--- src/rtl/pattern_stream_gen.sv ---
// Transmit end of the serial pattern link: a small word FIFO feeding an
// MSB-first serializer with optional idle gap between words and an enable stall.
module pattern_stream_gen #(
   parameter int WIDTH = 4,
   parameter int DEPTH = 4,
   parameter int GAP   = 0
) (
   input  logic                       clk,
   input  logic                       rst_n,
   input  logic [WIDTH-1:0]           i_word_in,
   input  logic                       i_word_valid,
   output logic                       o_word_ready,
   input  logic                       i_enable,
   output logic                       o_data_out,
   output logic                       o_out_valid,
   output logic                       o_frame_start,
   output logic                       o_busy,
   output logic [$clog2(DEPTH+1)-1:0] o_fifo_count
);

   localparam int CW = $clog2(DEPTH + 1);
   localparam int PW = $clog2(DEPTH);
   localparam int BW = $clog2(WIDTH);
   localparam int GW = 4;

   typedef enum logic [1:0] {S_IDLE, S_SHIFT, S_GAP} state_t;

   state_t           r_state;
   logic [WIDTH-1:0] r_mem [DEPTH];
   logic [PW-1:0]    r_wr_ptr;
   logic [PW-1:0]    r_rd_ptr;
   logic [CW-1:0]    r_count;
   logic [WIDTH-1:0] r_sh;
   logic [BW-1:0]    r_bc;
   logic [GW-1:0]    r_gap;
   logic             r_data_out;
   logic             r_out_valid;
   logic             r_frame_start;

   state_t           w_state_next;
   logic [WIDTH-1:0] w_head;
   logic             w_can_pop;
   logic             w_push;
   logic             w_load;
   logic [BW-1:0]    w_bc_next;
   logic [GW-1:0]    w_gap_next;
   logic             w_data_next;
   logic             w_valid_next;

   assign w_head       = r_mem[r_rd_ptr];
   assign w_can_pop    = (r_count != '0);
   assign o_word_ready = (r_count < CW'(DEPTH));
   assign w_push       = i_word_valid && o_word_ready;

   // r_bc is the index of the bit currently on the line; with enable low
   // everything except the FIFO write side holds its value.
   always_comb begin
      w_state_next = r_state;
      w_load       = 1'b0;
      w_bc_next    = r_bc;
      w_gap_next   = r_gap;
      w_data_next  = r_data_out;
      w_valid_next = 1'b0;
      if (i_enable) begin
         case (r_state)
            S_IDLE: w_load = w_can_pop;
            S_SHIFT: begin
               if (r_bc != '0) begin
                  w_bc_next    = r_bc - 1'b1;
                  w_data_next  = r_sh[r_bc - 1'b1];
                  w_valid_next = 1'b1;
               end else if (GAP > 0) begin
                  w_state_next = S_GAP;
                  w_gap_next   = GW'(GAP - 1);
               end else begin
                  w_state_next = S_IDLE;
                  w_load       = w_can_pop;
               end
            end
            S_GAP: begin
               if (r_gap != '0) begin
                  w_gap_next = r_gap - 1'b1;
               end else begin
                  w_state_next = S_IDLE;
                  w_load       = w_can_pop;
               end
            end
            default: w_state_next = S_IDLE;
         endcase
         if (w_load) begin
            w_state_next = S_SHIFT;
            w_bc_next    = BW'(WIDTH - 1);
            w_data_next  = w_head[WIDTH-1];
            w_valid_next = 1'b1;
         end
      end
   end

   always_ff @(posedge clk) begin
      if (w_push) r_mem[r_wr_ptr] <= i_word_in;
   end

   always_ff @(posedge clk or negedge rst_n) begin
      if (!rst_n) begin
         r_state       <= S_IDLE;
         r_wr_ptr      <= '0;
         r_rd_ptr      <= '0;
         r_count       <= '0;
         r_sh          <= '0;
         r_bc          <= '0;
         r_gap         <= '0;
         r_data_out    <= 1'b0;
         r_out_valid   <= 1'b0;
         r_frame_start <= 1'b0;
      end else begin
         r_state       <= w_state_next;
         r_bc          <= w_bc_next;
         r_gap         <= w_gap_next;
         r_data_out    <= w_data_next;
         r_out_valid   <= w_valid_next;
         r_frame_start <= w_load;
         if (w_push) r_wr_ptr <= r_wr_ptr + 1'b1;
         if (w_load) begin
            r_rd_ptr <= r_rd_ptr + 1'b1;
            r_sh     <= w_head;
         end
         r_count <= r_count + CW'(w_push) - CW'(w_load);
      end
   end

   assign o_data_out    = r_data_out;
   assign o_out_valid   = r_out_valid;
   assign o_frame_start = r_frame_start;
   assign o_fifo_count  = r_count;
   assign o_busy        = (r_state != S_IDLE) || (r_count != '0);

endmodule
--- config.mk ---
export PLATFORM = sky130hd
export DESIGN_NAME = pattern_stream_gen
export DESIGN_NICKNAME = d
export VERILOG_FILES = /design/src/rtl/pattern_stream_gen.sv
export SDC_FILE = /design/constraint.sdc
export NUM_CORES = 1
export LEC_CHECK = 0
export BUFFER_PORTS_ARGS = -buffer_cell sky130_fd_sc_hd__buf_2
export CORE_AREA = 5 5 78 80
export DETAILED_ROUTE_END_ITERATION = 16
export DIE_AREA = 0 0 83 85
export GPL_TIMING_DRIVEN = 0
export MAX_ROUTING_LAYER = met4
export PLACE_DENSITY = 0.42
export SLEW_MARGIN = 20
export SYNTH_ARGS = -nofsm -noshare
export SYNTH_HDL_FRONTEND = slang
export SYNTH_SLANG_ARGS = --single-unit
--- constraint.sdc ---
create_clock -name clk -period 2.3 [get_ports clk]
set_input_delay 0.69 -clock clk [delete_from_list [all_inputs] [get_ports clk]]
set_output_delay 0.69 -clock clk [all_outputs]
set_load 0.02 [all_outputs]
==> run_results.csv, run 1 <==
group,metric,value,unit
floorplanning,die_x,83,µm
timing,fin_crit_sh,0.9627,
detailed_routing,wire_per_inst,12.56,µm
finish,instances_no_fill,186,
detailed_routing,wl,2337,µm
place,dp_slack,-0.2191,ns
cts,numCtsBuffers,5,
timing,whs,0.3277,ns
finish,n_antenna_cell,0,
synthesis,synth_cells,89,
timing,skew,0.007448,ns
cts,root_buffer,"clkbuf_8",
critical_path,cp_data_arrival_time,2.39,ns
finish,final_nets,129,
synthesis,synthesis.nets,105,
synthesis,synthesis.area,1416,µm²
detailed_routing,ant_nets,0,
cts,cts_sinks,33,
synthesis,synth-seq-cells,33,
run,maxCapViolations,0,
finish,drive_gt1_frac,0.3860,
floorplanning,core_area,5338,µm²
cts,clk_path_buf_depth,2,
timing,relSlewSlack,0.7093,
detailed_routing,drt_iter0_markers,34,
critical_path,crit_required,2.47,ns
grt,grt_max_degree,18,
floorplanning,die-height,85,µm
power,p_per_area,1251,nW/µm²
critical_path,critPathKind,"flip-flop to flip-flop",
synthesis,ys_seq_area_frac,0.6396,
timing,timing.final.ws_setup,0.08585,ns
critical_path,cp-start-kind,"flip-flop",
cts,cts_tree,"built",
grt,grtUsageTotal,0.07943,
power,leakage,0.6993,nW
detailed_routing,drc,0,
timing,setup_violations,0,
critical_path,critPathBufInv,2,
detailed_routing,first_pass_iters,3,
timing,hold_viol,0,
floorplanning,die-area,7055,µm²
timing,layout_min_cycle_time,2.214,ns
finish,final_common_cell,"edfxtp_1",
grt,gr-total-overflow,0,
finish,area_delta_synth_final,20.76,%
detailed_routing,vias,753,
synthesis,syn_area_per_cell,15.91,µm²
critical_path,cpLargestDelayFamily,"adder cells",
cts,clock_latency,0.28,ns
critical_path,critPathMaxFanout,5,
floorplanning,start_util,0.2654,
power,ir_worst_vdd,355.0,µV
hold_path,min_path_type,"input pin to async pin",
finish,nFillCells,564,
critical_path,cp-end-kind,"flip-flop",
power,power,2.140,mW
place,dp_hpwl,1784,µm
critical_path,slowest_stage,"dfrtp_2",
grt,antenna_found_initial,0,
grt,grt_pass1_vias,838,
grt,grt_pass1_wl,4146,µm
place,place_congestion,0.6727,
floorplanning,io_pins,16,
floorplanning,num_rows,27,
detailed_routing,via_per_inst,4.048,
finish,final_cell_mix,"edfxtp_1 (16), buf_2 (15), dfrtp_1 (15), inv_1 (11), ha_1 (7)",
critical_path,slowest_delay,0.45,ns
timing,maxSlewViolCount,0,
place,portBuffers,15,
outcome,run_status,"finished, final reports clean",
timing,fmax,0.4516,GHz
cts,cts_hold_buf,0,
synthesis,synth.distinct_cells,25,
place,dp_cells,176,
critical_path,path_cells,"or3_4 -> nand3_4 -> inv_1 -> ha_1 -> inv_1 -> ha_1 -> fa_2 -> xnor2_2 -> xnor2_1",
cts,htreeDepth,2,
synthesis,yosysWarningCount,0,
timing,tightest_slew,0.4322,ns
cts,clkTransAtPathRegs,0.07,ns
==> timing repair <==
| item | 4_1_cts | 5_1_grt |
|---|---|---|
| resized for setup | 0 | 3 |
| pin swaps | 1 | 0 |
| setup buffers | 2 | 0 |
| setup endpoints to repair | 1 | 1 |
==> kinds of logic after synthesis <==
family | share of synthesized area
buffers and inverters | 0.03975
muxes | 0.1193
adders and majority gates | 0.07597
DFF | 0.6396
and+or+nand+nor | 0.06538
xor gates and xnor gates | 0.03092
AOI/OAI and AO/OA | 0.02915
==> registers in the layout (all words and copies together), names as in the netlist <==
name           count
o_fifo_count       3
o_frame_start      1
o_data_out         1
r_state            1
r_sh               4
o_out_valid        1
r_bc               2
r_wr_ptr           2
r_mem             16
r_rd_ptr           2
==> cells in the mapped netlist <==
cell type	instances	area share
xnor2_1	5	0.031
and2_1	4	0.018
nand3b_1	1	0.0053
mux4_2	5	0.080
nand2_1	2	0.0053
edfxtp_1	16	0.34
a22o_1	1	0.0062
fa_1	1	0.014
a2bb2oi_1	1	0.0062
nand2b_1	2	0.0088
nor3_1	1	0.0035
o21ai_0	1	0.0035
buf_6	1	0.0079
inv_1	11	0.029
nand4_1	1	0.0044
nand3_2	1	0.0071
nor2b_1	1	0.0044
clkbuf_1	1	0.0026
a21boi_0	1	0.0053
mux2_2	5	0.040
or2_1	1	0.0044
or3_1	1	0.0044
dfrtp_1	17	0.30
ha_1	7	0.062
o221a_2	1	0.0079
==> worst reg2reg max path, stage by stage, from the launching register on <==
cell,delay (ns)
dfrtp_2,0.45
or3_4,0.41
nand3_4,0.10
inv_1,0.05
ha_1,0.26
inv_1,0.04
ha_1,0.18
fa_2,0.35
xnor2_2,0.14
xnor2_1,0.12
==> metrics by stage <==
step	TNS [ns]	util	cell area, µm²
after floorplan	0	-	1431
after global placement	-0.2072	0.2991	1597
after detailed placement	-0.2268	0.2991	1597
after CTS	0	0.3181	1698
after global routing	-0.004238	0.3204	1710
final	0	0.3204	1710
==> metal layers <==
metal	GRT usage	share of wire
met4	0.03120	0.019
met2	0.1173	0.46
met3	0.03786	0.055
met5	-	0
met1	0.09343	0.46
==> worst paths after layout <==
kind	startpoint	end	slack, ns	cells past startpoint
setup / recovery	o_fifo_count[1]$_DFF_PN0_	o_fifo_count[2]$_DFF_PN0_	0.09	9
hold / removal	rst_n	r_state[0]$_DFFE_PN0P_	0.33	1
setup reg to reg	o_fifo_count[1]$_DFF_PN0_	o_fifo_count[2]$_DFF_PN0_	0.09	9
hold reg to reg	r_sh[3]$_DFFE_PN0P_	r_sh[3]$_DFFE_PN0P_	0.51	1
max in group asynchronous	rst_n	o_fifo_count[1]$_DFF_PN0_	1.67	1
min in group clk	r_sh[3]$_DFFE_PN0P_	r_sh[3]$_DFFE_PN0P_	0.51	1
==> cell type report <==
| class | instances | area [µm²] | share of cell area |
|---|---|---|---|
| Tap cell | 72 | 90.09 | 0.05267 |
| Multi-Input combinational cell | 43 | 479.2 | 0.2802 |
| Buffer | 2 | 15.01 | 0.008778 |
| Clock buffer | 5 | 68.82 | 0.04023 |
| Sequential cell | 33 | 908.4 | 0.5311 |
| Timing Repair Buffer | 17 | 90.09 | 0.05267 |
| Clock inverter | 3 | 17.52 | 0.01024 |
| Inverter | 11 | 41.29 | 0.02414 |
==> power by group <==
group	internal, mW	switching (mW)	total, mW
Combinational	0.417	0.376	0.792
Clock	0.208	0.208	0.417
Sequential	0.809	0.122	0.931
Note: power is estimated with default switching activity, not from simulation.
==> run 2: changes to the inputs <==
Settings changed: CORE_AREA 5 5 78 80 to 5 5 59 61, DIE_AREA 0 0 83 85 to 0 0 64 66, PLACE_DENSITY 0.42 to 0.7.
==> run_results.csv, run 2 (synthesized netlist as in run 1, its figures left out) <==
group,metric,value,unit
timing,tns,0,ns
detailed_routing,wl,2121,µm
critical_path,r2r_start,"o_fifo_count[2]$_DFF_PN0_",
power,p_per_area,1237,nW/µm²
power,swShare,0.3326,
critical_path,cp_data_arrival_time,2.42,ns
finish,final_cell_mix,"edfxtp_1 (16), buf_2 (15), dfrtp_1 (15), inv_1 (11), ha_1 (7)",
run,maxCapViolations,0,
floorplanning,die-area,4224,µm²
grt,gr-total-overflow,0,
floorplanning,core_area,2928,µm²
finish,multi_input_area,476.7,µm²
detailed_routing,vias,766,
outcome,run_status,"finished, final reports clean",
floorplanning,start_util,0.4838,
finish,max_flop_register,"r_mem",
cts,numCtsBuffers,5,
power,switchingPower,0.6716,mW
floorplanning,die_x,64,µm
cts,root_buffer,"clkbuf_4",
cts,clock_latency,0.33,ns
finish,area_delta_synth_final,15.28,%
critical_path,crit_start,"o_fifo_count[2]$_DFF_PN0_",
power,p_int,1.348,mW
grt,grt_max_degree,18,
cts,clk_path_buf_depth,2,
power,power,2.019,mW
cts,cts_sinks,33,
timing,setup_violations,0,
timing,skew,0.005100,ns
finish,stdcell_area,1633,µm²
timing,rsz0062_at_grt,"no",
power,seqPwrFrac,0.455,
finish,nFillCells,262,
power,ir_worst_vdd,699.0,µV
timing,layout_min_cycle_time,2.172,ns
timing,relSlewSlack,0.7229,
timing,maxSlewViolCount,0,
detailed_routing,drt_iter0_markers,24,
place,portBuffers,15,
power,clkPwrFrac,0.148,
timing,fin_crit_sh,0.9445,
detailed_routing,ant_nets,0,
critical_path,critPathKind,"flip-flop to flip-flop",
floorplanning,die-height,66,µm
finish,drive_gt1_frac,0.3826,
finish,final_nets,130,
critical_path,critPathMaxFanout,5,
critical_path,cp-start-kind,"flip-flop",
place,place_congestion,0.7283,
finish,largest_reg_flops,16,
floorplanning,num_rows,20,
timing,fmax,0.4603,GHz
timing,tightest_slew,0.4119,ns
power,leakage,0.6927,nW
power,combPwrFrac,0.397,
grt,grt_pass1_vias,814,
hold_path,min_path_type,"input pin to async pin",
place,place_area,1548,µm²
timing,whs,0.2659,ns
timing,timing.final.ws_setup,0.1276,ns
critical_path,cp-end-kind,"flip-flop",
place,dp_slack,-0.2638,ns
critical_path,crit_required,2.55,ns
cts,clkTransAtPathRegs,0.10,ns
floorplanning,io_pins,16,
place,dp_hpwl,1562,µm
grt,grt_pass1_wl,3788,µm
detailed_routing,drc,0,
detailed_routing,via_per_inst,5.176,
grt,grtUsageTotal,0.1271,
finish,n_antenna_cell,0,
timing,hold_viol,0,
finish,seqCellArea,908.4,µm²
grt,antenna_found_initial,0,
detailed_routing,wire_per_inst,14.33,µm
finish,final_common_cell,"edfxtp_1",
detailed_routing,first_pass_iters,4,
cts,htreeDepth,2,
cts,cts_tree,"built",
-- run 2: critical path, stage by stage (launching register included) --
cell     delay (ns)
dfrtp_2        0.44
or3_4          0.40
nand3_4        0.07
inv_1          0.06
ha_1           0.27
inv_1          0.04
ha_1           0.18
fa_2           0.34
xnor2_1        0.17
xnor2_1        0.13
-- run 2: metrics by stage --
stage	cells	utilization
floorplan	89	-
global placement	137	0.5286
detailed placement	137	0.5286
CTS	147	0.5513
global route	148	0.5577
finish	148	0.5577
-- run 2: cell type report --
| class | count | area share |
|---|---|---|
| clock inverters | 2 | 0.006130 |
| inverters | 11 | 0.02529 |
| clock buffers | 6 | 0.02529 |
| well taps | 33 | 0.02529 |
| repair buffers | 18 | 0.05977 |
| multi-input cells | 43 | 0.2920 |
| flip-flops and latches | 33 | 0.5563 |
| plain buffers | 2 | 0.009962 |
-- run 2: power groups by stage --
stage	Combinational, mW	Clock (mW)	Sequential [mW]
5_1_grt	0.902	0.349	0.946
3_5_place_dp	0.761	0	0.944
2_1_floorplan	0.539	0	0.965
4_1_cts	0.791	0.315	0.925
6_report	0.801	0.300	0.918
3_3_place_gp	0.732	0	0.932
-- run 2: timing repair --
item | 4_1_cts | 5_1_grt
hold buffers | 0 | 0
setup buffers | 2 | 1
resized for setup | 0 | 5
pin swaps | 2 | 2
setup endpoints to repair | 1 | 1
-- run 2: path summary, 6_finish.rpt --
kind / end / slack [ns] / cells after the start
max: o_fifo_count[2]$_DFF_PN0_ / 0.13 / 9
min: r_wr_ptr[0]$_DFFE_PN0P_ / 0.27 / 1
max reg2reg: o_fifo_count[2]$_DFF_PN0_ / 0.13 / 9
min reg2reg: r_sh[3]$_DFFE_PN0P_ / 0.51 / 1
max in group asynchronous: o_fifo_count[2]$_DFF_PN0_ / 1.74 / 1
min in group clk: r_sh[3]$_DFFE_PN0P_ / 0.51 / 1
-- run 2: layer usage --
layer,share of wire,GRT usage
met5,0,-
met4,0.012,0.04675
met3,0.068,0.06803
met2,0.49,0.1922
met1,0.42,0.1424
==> run 3: changes to the inputs <==
Settings changed: CAP_MARGIN set to 20, CORE_AREA 5 5 59 61 to 5 5 63 65, DIE_AREA 0 0 64 66 to 0 0 68 70, PLACE_DENSITY 0.7 to 0.62.
==> run_results.csv, run 3 (synthesized netlist as in run 1, its figures left out) <==
group,metric,value,unit
outcome,run_status,"finished, final reports clean",
hold_path,min_path_type,"input pin to async pin",
critical_path,critPathMaxFanout,3,
grt,antenna_found_initial,0,
cts,clock_latency,0.35,ns
floorplanning,core_area,3284,µm²
critical_path,r2r-end,"o_fifo_count[2]$_DFF_PN0_",
detailed_routing,wire_per_inst,13.17,µm
floorplanning,io_pins,16,
finish,n_antenna_cell,0,
grt,grt_max_degree,18,
cts,htreeDepth,2,
run,maxCapViolations,0,
detailed_routing,ant_nets,0,
cts,root_buffer,"clkbuf_4",
finish,utilization,0.5162,
critical_path,r2r_start,"o_fifo_count[2]$_DFF_PN0_",
place,portBuffers,15,
floorplanning,die_x,68,µm
grt,grtUsageTotal,0.1115,
place,place_congestion,0.7312,
timing,hold_viol,0,
finish,final_common_cell,"edfxtp_1",
finish,final_cell_mix,"edfxtp_1 (16), buf_2 (15), dfrtp_1 (15), inv_1 (11), ha_1 (7)",
power,leakage,0.7094,nW
cts,cts_tree,"built",
power,ir_worst_vdd,831.9,µV
timing,rsz0062_at_grt,"no",
critical_path,ff2ff_path_depth,9,
timing,skew,0.009181,ns
detailed_routing,via_per_inst,4.698,
detailed_routing,wl,2133,µm
critical_path,critPathKind,"flip-flop to flip-flop",
timing,fmax,0.4564,GHz
timing,maxSlewViolCount,0,
timing,tightest_slew,0.3854,ns
grt,grt_pass1_wl,3663,µm
floorplanning,start_util,0.4312,
floorplanning,num_rows,21,
finish,stdcell_area,1695,µm²
timing,setup_violations,0,
critical_path,crit_required,2.54,ns
detailed_routing,vias,761,
finish,largest_reg_flops,16,
critical_path,cp-start-kind,"flip-flop",
critical_path,cp-end-kind,"flip-flop",
finish,max_flop_register,"r_mem",
power,p_per_area,1296,nW/µm²
place,dp_hpwl,1521,µm
grt,gr-total-overflow,0,
timing,fin_crit_sh,0.9527,
place,place_area,1564,µm²
cts,numCtsBuffers,5,
cts,cts_sinks,33,
floorplanning,die-height,70,µm
grt,grt_pass1_vias,777,
timing,tns,0,ns
critical_path,cp_data_arrival_time,2.43,ns
finish,final_nets,131,
cts,clkTransAtPathRegs,0.11,ns
timing,layout_min_cycle_time,2.191,ns
timing,relSlewSlack,0.7407,
detailed_routing,drt_iter0_markers,38,
detailed_routing,first_pass_iters,3,
finish,nFillCells,281,
critical_path,ff2ff_setup_slack,0.11,ns
finish,area_delta_synth_final,19.70,%
cts,clk_path_buf_depth,2,
detailed_routing,drc,0,
floorplanning,die-area,4760,µm²
finish,drive_gt1_frac,0.3966,
==> run 3: changes by cell type in the layout (fill, tap and decap cells not counted) <==
cell,delta
buf_4,+1
bufinv_16,+1
clkbuf_2,-1
clkinv_2,-2
clkinv_4,+1
clkinvlp_4,+1
xnor2_1,-1
xnor2_2,+1
==> run 3: repair_timing <==
| item | CTS | global route |
|---|---|---|
| buffers inserted | 3 | 1 |
| hold buffers | 0 | 0 |
| gates cloned | 0 | 0 |
| setup endpoints to repair | 1 | 1 |
| pin swaps | 2 | 1 |
| gates resized for setup | 1 | 2 |
==> run 3: worst max-delay path by stage <==
stage | start | end | slack [ns] | depth (start not counted)
2_1_floorplan | i_word_valid | o_fifo_count[2]$_DFF_PN0_ | 0.009 | 9
3_3_place_gp | i_word_valid | o_fifo_count[2]$_DFF_PN0_ | -0.19 | 10
3_5_place_dp | i_word_valid | o_fifo_count[2]$_DFF_PN0_ | -0.25 | 10
4_1_cts | o_fifo_count[1]$_DFF_PN0_ | o_fifo_count[2]$_DFF_PN0_ | 0.008 | 9
5_1_grt | o_fifo_count[2]$_DFF_PN0_ | o_fifo_count[2]$_DFF_PN0_ | 0.002 | 9
6_report | o_fifo_count[2]$_DFF_PN0_ | o_fifo_count[2]$_DFF_PN0_ | 0.11 | 9
==> run 3: power breakdown <==
group          total (mW)  switching (mW)  internal [mW]
registers           0.915           0.109          0.806
logic               0.840           0.392          0.447
clock network       0.442           0.212          0.230
total                2.20           0.713           1.48
==> run 3: cell type report <==
type	instances	area (µm²)	share of cell area
well taps	46	57.56	0.03395
clock inverters	3	46.29	0.02731
repair buffers	19	105.1	0.06199
clock buffers	5	37.54	0.02214
inverters	11	41.29	0.02435
plain buffers	2	15.01	0.008856
flip-flops and latches	33	908.4	0.5358
multi-input cells	43	484.2	0.2856
==> run 3: metal layers <==
metal  GRT usage  up-vias  share of wire  wire, µm
met5           -        -              0         0
met4     0.05298        0          0.021        44
met3     0.05288        8          0.058       123
met2      0.1585       14           0.47       997
met1      0.1315      374           0.45       967
li1            -      365              -         -
==> run 3: stage by stage <==
step | setup WS [ns] | hold slack [ns] | total power [mW] | std cells
after floorplan | 0.008996 | 0.3944 | 1.505 | 89
after global placement | -0.1919 | 0.4840 | 1.671 | 150
after detailed placement | -0.2550 | 0.4933 | 1.702 | 150
after CTS | 0.008483 | 0.2431 | 2.186 | 161
after global routing | 0.001557 | 0.2653 | 2.355 | 162
final | 0.1089 | 0.2396 | 2.196 | 162
==> run 3: worst max-delay path: stages, from the launching register on <==
cell and delay (ns):
dfrtp_2 0.43, or3_4 0.42, nand3_4 0.08, inv_1 0.06, ha_1 0.26, inv_1 0.04, ha_1 0.18, fa_2 0.36
xnor2_2 0.14, xnor2_1 0.12
